==> src/rtl/w_writeback_pkg.sv <==
// Shared types for the writeback stage: register-file mux selects, the MEM/WB
// pipeline bundle and the writeback state encoding.
package regfilemux;
  typedef enum logic [3:0] {
    alu_out  = 4'd0,
    br_en    = 4'd1,
    u_imm    = 4'd2,
    lw       = 4'd3,
    pc_plus4 = 4'd4,
    lb       = 4'd5,
    lbu      = 4'd6,
    lh       = 4'd7,
    lhu      = 4'd8
  } regfilemux_sel_t;
endpackage

package rv32i_types;
  localparam int unsigned XLEN = 32;
  localparam int unsigned REG_W = 5;

  typedef enum logic [1:0] {
    EMPTY   = 2'd0,
    WRITE   = 2'd1,
    WAIT_LD = 2'd2
  } wb_state_t;

  typedef struct packed {
    logic [XLEN-1:0]              pc;
    logic [REG_W-1:0]             rd;
    regfilemux::regfilemux_sel_t  regfilemux_sel;
    logic [XLEN-1:0]              alu_out;
    logic                         br_en;
    logic [XLEN-1:0]              u_imm;
    logic                         load_regfile;
    logic [1:0]                   addr_lo;
  } MEM_WB_stage_t;

  // Loads must wait for the data-memory response before they can retire.
  function automatic logic is_load(input regfilemux::regfilemux_sel_t sel);
    return sel inside {regfilemux::lw, regfilemux::lb, regfilemux::lbu,
                       regfilemux::lh, regfilemux::lhu};
  endfunction
endpackage

==> src/rtl/w_writeback_if.sv <==
// MEM -> WB handshake: valid/ready plus the instruction bundle.
interface w_writeback_if;
  import rv32i_types::*;

  logic          mem_valid;
  logic          mem_ready;
  MEM_WB_stage_t mem_in;

  modport master (output mem_valid, output mem_in, input mem_ready);
  modport slave  (input mem_valid, input mem_in, output mem_ready);
endinterface

==> src/rtl/w_writeback_load_align.sv <==
// Picks the addressed byte/halfword out of a load word and sign/zero-extends it.
module load_align
  import regfilemux::*;
(
  input  logic [31:0]     rdata,
  input  logic [1:0]      addr_lo,
  input  regfilemux_sel_t sel,
  output logic [31:0]     word
);
  logic [7:0]  byte_v;
  logic [15:0] half_v;

  always_comb begin
    byte_v = 8'(rdata >> {addr_lo, 3'b000});
    half_v = addr_lo[1] ? rdata[31:16] : rdata[15:0];
    case (sel)
      lb:      word = {{24{byte_v[7]}}, byte_v};
      lbu:     word = {24'd0, byte_v};
      lh:      word = {{16{half_v[15]}}, half_v};
      lhu:     word = {16'd0, half_v};
      default: word = rdata;
    endcase
  end
endmodule

==> src/rtl/w_writeback.sv <==
// Writeback stage: holds one retiring instruction, waits for load data when
// needed, drives the register-file write port and counts retired instructions.
module w_writeback
  import regfilemux::*;
  import rv32i_types::*;
#(
  parameter int unsigned DATA_W = 32,
  parameter int unsigned CNT_W  = 64
) (
  input  logic              clk,
  input  logic              rst,
  w_writeback_if.slave      mem,
  input  logic [DATA_W-1:0] dmem_rdata,
  input  logic              dmem_resp,
  input  logic              flush,
  output logic              rf_load,
  output logic [REG_W-1:0]  rf_rd,
  output logic [DATA_W-1:0] rf_wdata,
  output logic              fwd_valid,
  output logic [REG_W-1:0]  fwd_rd,
  output logic [DATA_W-1:0] fwd_data,
  output logic [CNT_W-1:0]  instret
);
  wb_state_t       state_q, state_d;
  MEM_WB_stage_t   held_q;
  logic [CNT_W-1:0] instret_q;
  logic            accept, retire;
  logic [XLEN-1:0] rdata_x, load_word, wdata;

  always_ff @(posedge clk or negedge rst) begin
    if (!rst) state_q <= EMPTY;
    else      state_q <= state_d;
  end

  // Flush dominates: it blocks both retirement and acceptance.
  always_comb begin
    state_d        = state_q;
    mem.mem_ready  = 1'b1;
    accept         = 1'b0;
    retire         = 1'b0;
    case (state_q)
      EMPTY, WRITE: begin
        retire = (state_q == WRITE) && !flush;
        accept = mem.mem_valid && !flush;
        if (accept) state_d = is_load(mem.mem_in.regfilemux_sel) ? WAIT_LD : WRITE;
        else        state_d = EMPTY;
      end
      WAIT_LD: begin
        mem.mem_ready = 1'b0;
        retire        = dmem_resp && !flush;
        if (flush || dmem_resp) state_d = EMPTY;
      end
      default: state_d = EMPTY;
    endcase
  end

  always_ff @(posedge clk or negedge rst) begin
    if (!rst)        held_q <= '0;
    else if (accept) held_q <= mem.mem_in;
  end

  always_ff @(posedge clk or negedge rst) begin
    if (!rst)        instret_q <= '0;
    else if (retire) instret_q <= instret_q + CNT_W'(1);
  end

  assign rdata_x = XLEN'(dmem_rdata);

  load_align u_load_align (
    .rdata   (rdata_x),
    .addr_lo (held_q.addr_lo),
    .sel     (held_q.regfilemux_sel),
    .word    (load_word)
  );

  always_comb begin
    case (held_q.regfilemux_sel)
      regfilemux::br_en:    wdata = {{(XLEN-1){1'b0}}, held_q.br_en};
      regfilemux::u_imm:    wdata = held_q.u_imm;
      regfilemux::pc_plus4: wdata = held_q.pc + XLEN'(4);
      regfilemux::lw:       wdata = rdata_x;
      regfilemux::lb, regfilemux::lbu,
      regfilemux::lh, regfilemux::lhu: wdata = load_word;
      default:              wdata = held_q.alu_out;
    endcase
  end

  assign rf_load   = retire && held_q.load_regfile && (held_q.rd != '0);
  assign rf_rd     = held_q.rd;
  assign rf_wdata  = DATA_W'(wdata);
  assign fwd_valid = rf_load;
  assign fwd_rd    = rf_rd;
  assign fwd_data  = rf_wdata;
  assign instret   = instret_q;
endmodule
==> src/flat_wrapper.sv <==
// flat-port wrapper written by rule: the top's interface ports become plain ports
module w_writeback_flat import regfilemux::*; import rv32i_types::*;
#(
  parameter int unsigned DATA_W = 32,
  parameter int unsigned CNT_W  = 64
)
  (clk, rst, dmem_rdata, dmem_resp, flush, rf_load, rf_rd, rf_wdata, fwd_valid, fwd_rd, fwd_data, instret, mem_mem_valid, mem_mem_in, mem_mem_ready);
  w_writeback_if mem_i ();
  input  logic clk;
  input  logic rst;
  input  logic [DATA_W-1:0] dmem_rdata;
  input  logic dmem_resp;
  input  logic flush;
  output logic rf_load;
  output logic [REG_W-1:0] rf_rd;
  output logic [DATA_W-1:0] rf_wdata;
  output logic fwd_valid;
  output logic [REG_W-1:0] fwd_rd;
  output logic [DATA_W-1:0] fwd_data;
  output logic [CNT_W-1:0] instret;
  input wire logic [$bits(mem_i.mem_valid)-1:0] mem_mem_valid;
  input wire logic [$bits(mem_i.mem_in)-1:0] mem_mem_in;
  output wire logic [$bits(mem_i.mem_ready)-1:0] mem_mem_ready;
  assign mem_i.mem_valid = mem_mem_valid;
  assign mem_i.mem_in = mem_mem_in;
  assign mem_mem_ready = mem_i.mem_ready;
  w_writeback #(.DATA_W(DATA_W), .CNT_W(CNT_W)) u_core (.clk(clk), .rst(rst), .mem(mem_i), .dmem_rdata(dmem_rdata), .dmem_resp(dmem_resp), .flush(flush), .rf_load(rf_load), .rf_rd(rf_rd), .rf_wdata(rf_wdata), .fwd_valid(fwd_valid), .fwd_rd(fwd_rd), .fwd_data(fwd_data), .instret(instret));
endmodule
==> config.mk <==
export PLATFORM = sky130hd
export DESIGN_NAME = w_writeback_flat
export DESIGN_NICKNAME = d
export VERILOG_FILES = /design/src/rtl/w_writeback_pkg.sv /design/src/rtl/w_writeback_if.sv /design/src/rtl/w_writeback_load_align.sv /design/src/rtl/w_writeback.sv /design/src/flat_wrapper.sv
export SDC_FILE = /design/constraint.sdc
export NUM_CORES = 1
export LEC_CHECK = 0
export CAP_MARGIN = 20
export CELL_PAD_IN_SITES_DETAIL_PLACEMENT = 0
export CELL_PAD_IN_SITES_GLOBAL_PLACEMENT = 1
export CORE_AREA = 2 2 143 145
export CTS_BUF_LIST = sky130_fd_sc_hd__clkbuf_8
export DETAILED_ROUTE_END_ITERATION = 8
export DIE_AREA = 0 0 145 147
export DONT_BUFFER_PORTS = 1
export PLACE_DENSITY = 0.82
export SYNTH_ARGS = -nofsm -noshare
export SYNTH_HDL_FRONTEND = slang
export SYNTH_HIERARCHICAL = 1
export SYNTH_SLANG_ARGS = --single-unit
==> constraint.sdc <==
create_clock -name clk -period 2.97 [get_ports clk]
set_input_delay 0.594 -clock clk [delete_from_list [all_inputs] [get_ports clk]]
set_output_delay 0.594 -clock clk [all_outputs]
set_load 0.05 [all_outputs]
==> results.py <==
metrics = {
    "logic_synthesis": {
        "main_combinational_cell_family_by_area_after_synthesis": "simple AND/OR/NAND/NOR gates",
        "synth-seq-area-share": 0.4421,
        "synth.ff_latch_count": 175,
        "synthArstFlopShare": 1.000,
        "yosysWarnings": 6,
        "mappedNetlistArea_mm2": 0.009906,
        "avgSynthCellArea_um2": 10.43,
        "synthesized_netlist_net_count": 1098,
        "ys.flop_type": "sky130_fd_sc_hd__dfrtp_1",
        "fraction_of_synthesized_area_in_multiplexers": 0.1400,
        "synth-edff-count": 0,
        "synth_xor_xnor_area_share": 0.08046,
        "synth-simple-area-share": 0.1595,
        "yosys.cell_types.count": 62,
        "share_of_the_synthesized_area_in_compound_gates_ao_oa_aoi_oai": 0.1124,
        "synth_fa_ha_area_frac": 0.004547,
        "postSynthCellCount": 950,
    },
    "floorplanning": {
        "initial_core_util": 0.4992,
        "fp.dieW_um": 145,
        "num_io_pins": 287,
        "rows": 52,
        "y_dimension_of_the_die_um": 147,
        "die-area_mm2": 0.02132,
        "coreArea_mm2": 0.01984,
    },
    "sta": {
        "final.period_utilization": 1.156,
        "report.final.setup_viol": 62,
        "fin_setup_tns_ns": -19.13,
        "max_clock_freq_ghz": 0.2913,
        "timing.slew.headroom": 0.5821,
        "worst-slew-pin-transition_ns": 0.6211,
        "fin_crit_ns": 3.433,
        "final_hold_viol_count": 175,
        "finalHoldWorstSlack_ns": -0.1801,
        "setup_ws_ns": -0.4634,
        "finClkSkew_ns": 0.009246,
        "timing_max_transition_violations_final": 0,
        "grt_setup_unrepaired": "true",
    },
    "place": {
        "dp_hpwl_um": 20990,
        "dp_slack_ns": -0.1306,
        "port_buffer_count": 0,
        "routability_congestion_estimate": 0.9210,
    },
    "flow_run": {
        "max-cap-violations": 0,
    },
    "pwr": {
        "cell_internal_pwr_mw": 5.431,
        "sequential_share_of_power": 0.308,
        "vdd_ir_drop_max_mv": 0.5611,
        "switching_share": 0.4332,
        "power.leakage_nw": 5.481,
        "cellPowerDensity_mw_per_mm2": 756.2,
        "net-switching-power_mw": 4.151,
        "combinationalPowerShare": 0.517,
        "share_clk_of_total_power": 0.175,
    },
    "worst_setup_path": {
        "crit_family": "multiplexers",
        "timing.critical_path.required_ns": 2.38,
        "crit_path_max_incr_delay_ns": 0.59,
        "critical_path.n_buffers_inverters": 3,
        "worstSetupEndpointType": "output port",
        "critical_path.max_fanout": 5,
        "critical_path.cell_chain": "mux4_2 > nand4b_1 > nand3_1 > a222oi_1 > buf_4 > o211ai_1 > buf_4 > buf_6",
        "cp_data_arrival_time_ns": 2.84,
        "path_class": "reg -> out",
        "worst_setup_path_start_kind": "register",
        "critical-path-top-cell-by-count": "sky130_fd_sc_hd__buf_4",
        "critical_path.slowest_cell": "sky130_fd_sc_hd__mux4_2",
    },
    "clock_tree": {
        "cts.reportedPaths.clkPinSlew_ns": 0.10,
        "tritoncts": "yes",
        "number_of_buffers_on_the_longest_clock_path": 2,
        "cts_root_buffer": "sky130_fd_sc_hd__clkbuf_8",
        "h-tree-depth": 4,
        "clk-insertion-delay-late_ns": 0.45,
        "cts-buffers-inserted": 17,
        "cts_sinks": 175,
    },
    "final_layout": {
        "filler_cell_count": 1543,
        "final_layout_size_suffix_gt1_frac": 0.4006,
        "sequential_cell_area_mm2": 0.004385,
        "area_growth_pct": 27.90,
        "final_net_count": 1201,
        "multi_input_comb_area_mm2": 0.005453,
    },
    "run_status": {
        "failing_checks": "negative hold slack, negative setup slack",
        "status": "finished, violations left",
    },
    "global_routing": {
        "grt_first_pass_wirelength_um": 46040,
        "grt.overflow.total": 0,
        "track_usage": 0.2756,
        "grt_start_max_net_pins": 176,
        "first_global_vias": 8204,
        "antenna_violations_before_repair": 7,
    },
    "drt": {
        "route.detailed.wl_per_inst_um": 22.45,
        "drc_errors": 0,
        "via_per_inst": 6.113,
        "num_vias": 8216,
        "first_pass_detailed_route_iteration_total": 6,
        "route.antenna.remaining_nets": 0,
        "initialDrtViolationCount": 724,
        "finalWirelength_um": 30180,
    },
    "worst_hold_path": {
        "min-delay-path-class": "in -> async",
    },
}
per-layer routing:
metal	vias up	global-route usage	routed length [um]
met2	429	0.4302	13880
met3	82	0.06832	2513
met1	4046	0.3680	12510
li1	3655	-	-
met4	4	0.1178	1255
met5	-	0	21
layout by cell type (no fill, tap or decap), types with 7 or more instances in the layout:
cell / synthesis / layout
sky130_fd_sc_hd__dfrtp_1: 175 / 170
sky130_fd_sc_hd__o21ai_0: 21 / 14
sky130_fd_sc_hd__nor4_2: 8 / 7
sky130_fd_sc_hd__mux2_2: 114 / 114
sky130_fd_sc_hd__nor3_1: 19 / 17
sky130_fd_sc_hd__xor2_1: 51 / 51
sky130_fd_sc_hd__buf_12: 0 / 29
sky130_fd_sc_hd__nand3_1: 40 / 36
sky130_fd_sc_hd__xnor2_1: 40 / 37
sky130_fd_sc_hd__mux2i_1: 8 / 7
sky130_fd_sc_hd__inv_1: 17 / 18
sky130_fd_sc_hd__a222oi_1: 15 / 15
sky130_fd_sc_hd__a22oi_2: 0 / 18
sky130_fd_sc_hd__o211ai_1: 11 / 11
sky130_fd_sc_hd__diode_2: 0 / 8
sky130_fd_sc_hd__nor2_1: 52 / 50
sky130_fd_sc_hd__clkbuf_8: 0 / 18
sky130_fd_sc_hd__a21boi_0: 11 / 11
sky130_fd_sc_hd__o31ai_1: 12 / 11
sky130_fd_sc_hd__nand2_1: 73 / 62
sky130_fd_sc_hd__nand4_1: 32 / 32
sky130_fd_sc_hd__buf_6: 1 / 40
sky130_fd_sc_hd__buf_4: 44 / 95
sky130_fd_sc_hd__and3_1: 10 / 9
sky130_fd_sc_hd__o22ai_2: 0 / 11
sky130_fd_sc_hd__a21o_1: 16 / 16
sky130_fd_sc_hd__a22oi_1: 29 / 11
sky130_fd_sc_hd__nor4_1: 16 / 16
sky130_fd_sc_hd__nand2_2: 2 / 11
power groups by stage:
stage	combinational [mW]	clock (mW)	sequential, mW
after global placement	4.30	0	2.97
final	4.96	1.68	2.95
after floorplan	3.02	0	3.01
after global routing	5.15	1.82	2.98
after CTS	4.82	1.73	2.94
after detailed placement	4.33	0	2.98
flip-flops by register name (all words and copies together), names as in the netlist:
signal / count
u_core/fwd_rd: 5
u_core/instret: 64
u_core/state_q: 2
u_core/held_q: 104
cell usage after synthesis, types with 3 or more instances:
| master | instances | area (um2) |
|---|---|---|
| sky130_fd_sc_hd__or3_1 | 3 | 18.77 |
| sky130_fd_sc_hd__and4_1 | 5 | 43.79 |
| sky130_fd_sc_hd__a31oi_1 | 3 | 18.77 |
| sky130_fd_sc_hd__inv_1 | 17 | 63.81 |
| sky130_fd_sc_hd__a222oi_1 | 15 | 150.1 |
| sky130_fd_sc_hd__mux2i_1 | 8 | 80.08 |
| sky130_fd_sc_hd__nand3b_1 | 3 | 22.52 |
| sky130_fd_sc_hd__a21boi_0 | 11 | 82.58 |
| sky130_fd_sc_hd__nor4_1 | 16 | 100.1 |
| sky130_fd_sc_hd__o31ai_1 | 12 | 90.09 |
| sky130_fd_sc_hd__nor3_1 | 19 | 95.09 |
| sky130_fd_sc_hd__nand3_1 | 40 | 200.2 |
| sky130_fd_sc_hd__buf_2 | 12 | 60.06 |
| sky130_fd_sc_hd__nand4_1 | 32 | 200.2 |
| sky130_fd_sc_hd__and2_1 | 4 | 25.02 |
| sky130_fd_sc_hd__a22oi_1 | 29 | 217.7 |
| sky130_fd_sc_hd__o211ai_1 | 11 | 82.58 |
| sky130_fd_sc_hd__nand2_1 | 73 | 274.0 |
| sky130_fd_sc_hd__nor2_1 | 52 | 195.2 |
| sky130_fd_sc_hd__clkbuf_1 | 35 | 131.4 |
| sky130_fd_sc_hd__o21ai_0 | 21 | 105.1 |
| sky130_fd_sc_hd__a211oi_1 | 3 | 22.52 |
| sky130_fd_sc_hd__a21o_1 | 16 | 120.1 |
| sky130_fd_sc_hd__a21oi_1 | 10 | 50.05 |
| sky130_fd_sc_hd__xnor2_1 | 40 | 350.3 |
| sky130_fd_sc_hd__nor4_2 | 8 | 100.1 |
| sky130_fd_sc_hd__xor2_1 | 51 | 446.7 |
| sky130_fd_sc_hd__mux2_2 | 114 | 1284 |
| sky130_fd_sc_hd__nand2b_1 | 7 | 43.79 |
| sky130_fd_sc_hd__o22ai_1 | 12 | 75.07 |
| sky130_fd_sc_hd__dfrtp_1 | 175 | 4379 |
| sky130_fd_sc_hd__and3_1 | 10 | 62.56 |
| sky130_fd_sc_hd__buf_4 | 44 | 330.3 |
area by class of cell:
class / count / share of cell area
diodes: 8 / 0.001580
clock buffers: 18 / 0.01955
clock inverters: 14 / 0.01165
inverters: 18 / 0.005530
multi-input cells: 665 / 0.4304
flip-flops and latches: 175 / 0.3461
well taps: 270 / 0.02666
repair buffers: 176 / 0.1585
worst register-to-register path: stages (launching register included):
cell and delay (ns):
sky130_fd_sc_hd__dfrtp_1 0.73, sky130_fd_sc_hd__nand4_1 0.24, sky130_fd_sc_hd__nor4_4 0.44, sky130_fd_sc_hd__nand2_2 0.44, sky130_fd_sc_hd__nor4_1 0.43, sky130_fd_sc_hd__xor2_1 0.18
repair_timing:
action,in CTS,in global routing
gates resized for setup,96,47
pin swaps,44,36
setup buffers,30,20
endpoints found under the hold margin,175,175
setup endpoints to repair,64,64
gates cloned,3,0
kinds of logic after synthesis:
logic type                 after synthesis
and+or+nand+nor                        292
DFF                                    175
AOI/OAI and AO/OA                      154
muxes                                  123
buffers and inverters                  111
xor gates and xnor gates                91
adders and majority gates                4
metrics by stage:
step / utilization / instance area, um2 / std cells / power (mW)
after floorplan: - / 10030 / 950 / 6.030
after global routing: 0.6380 / 12660 / 1340 / 9.951
final: 0.6385 / 12670 / 1344 / 9.581
after CTS: 0.6252 / 12410 / 1319 / 9.491
after detailed placement: 0.5677 / 11260 / 1254 / 7.308
after global placement: 0.5677 / 11260 / 1254 / 7.268
final timing paths:
path	start	end	cells after the start	slack [ns]
max in group asynchronous	rst	u_core/instret[25]	0	2.74
hold / removal	rst	u_core/held_q[45]	0	-0.18
hold reg to reg	u_core/held_q[61]	u_core/held_q[61]	1	0.51
setup / recovery	u_core/held_q[0]	fwd_data[14]	8	-0.46
min in group clk	dmem_resp	u_core/state_q[1]	1	0.25
setup reg to reg	u_core/instret[7]	u_core/instret[36]	5	0.43
(Power assumes the default switching activity.)
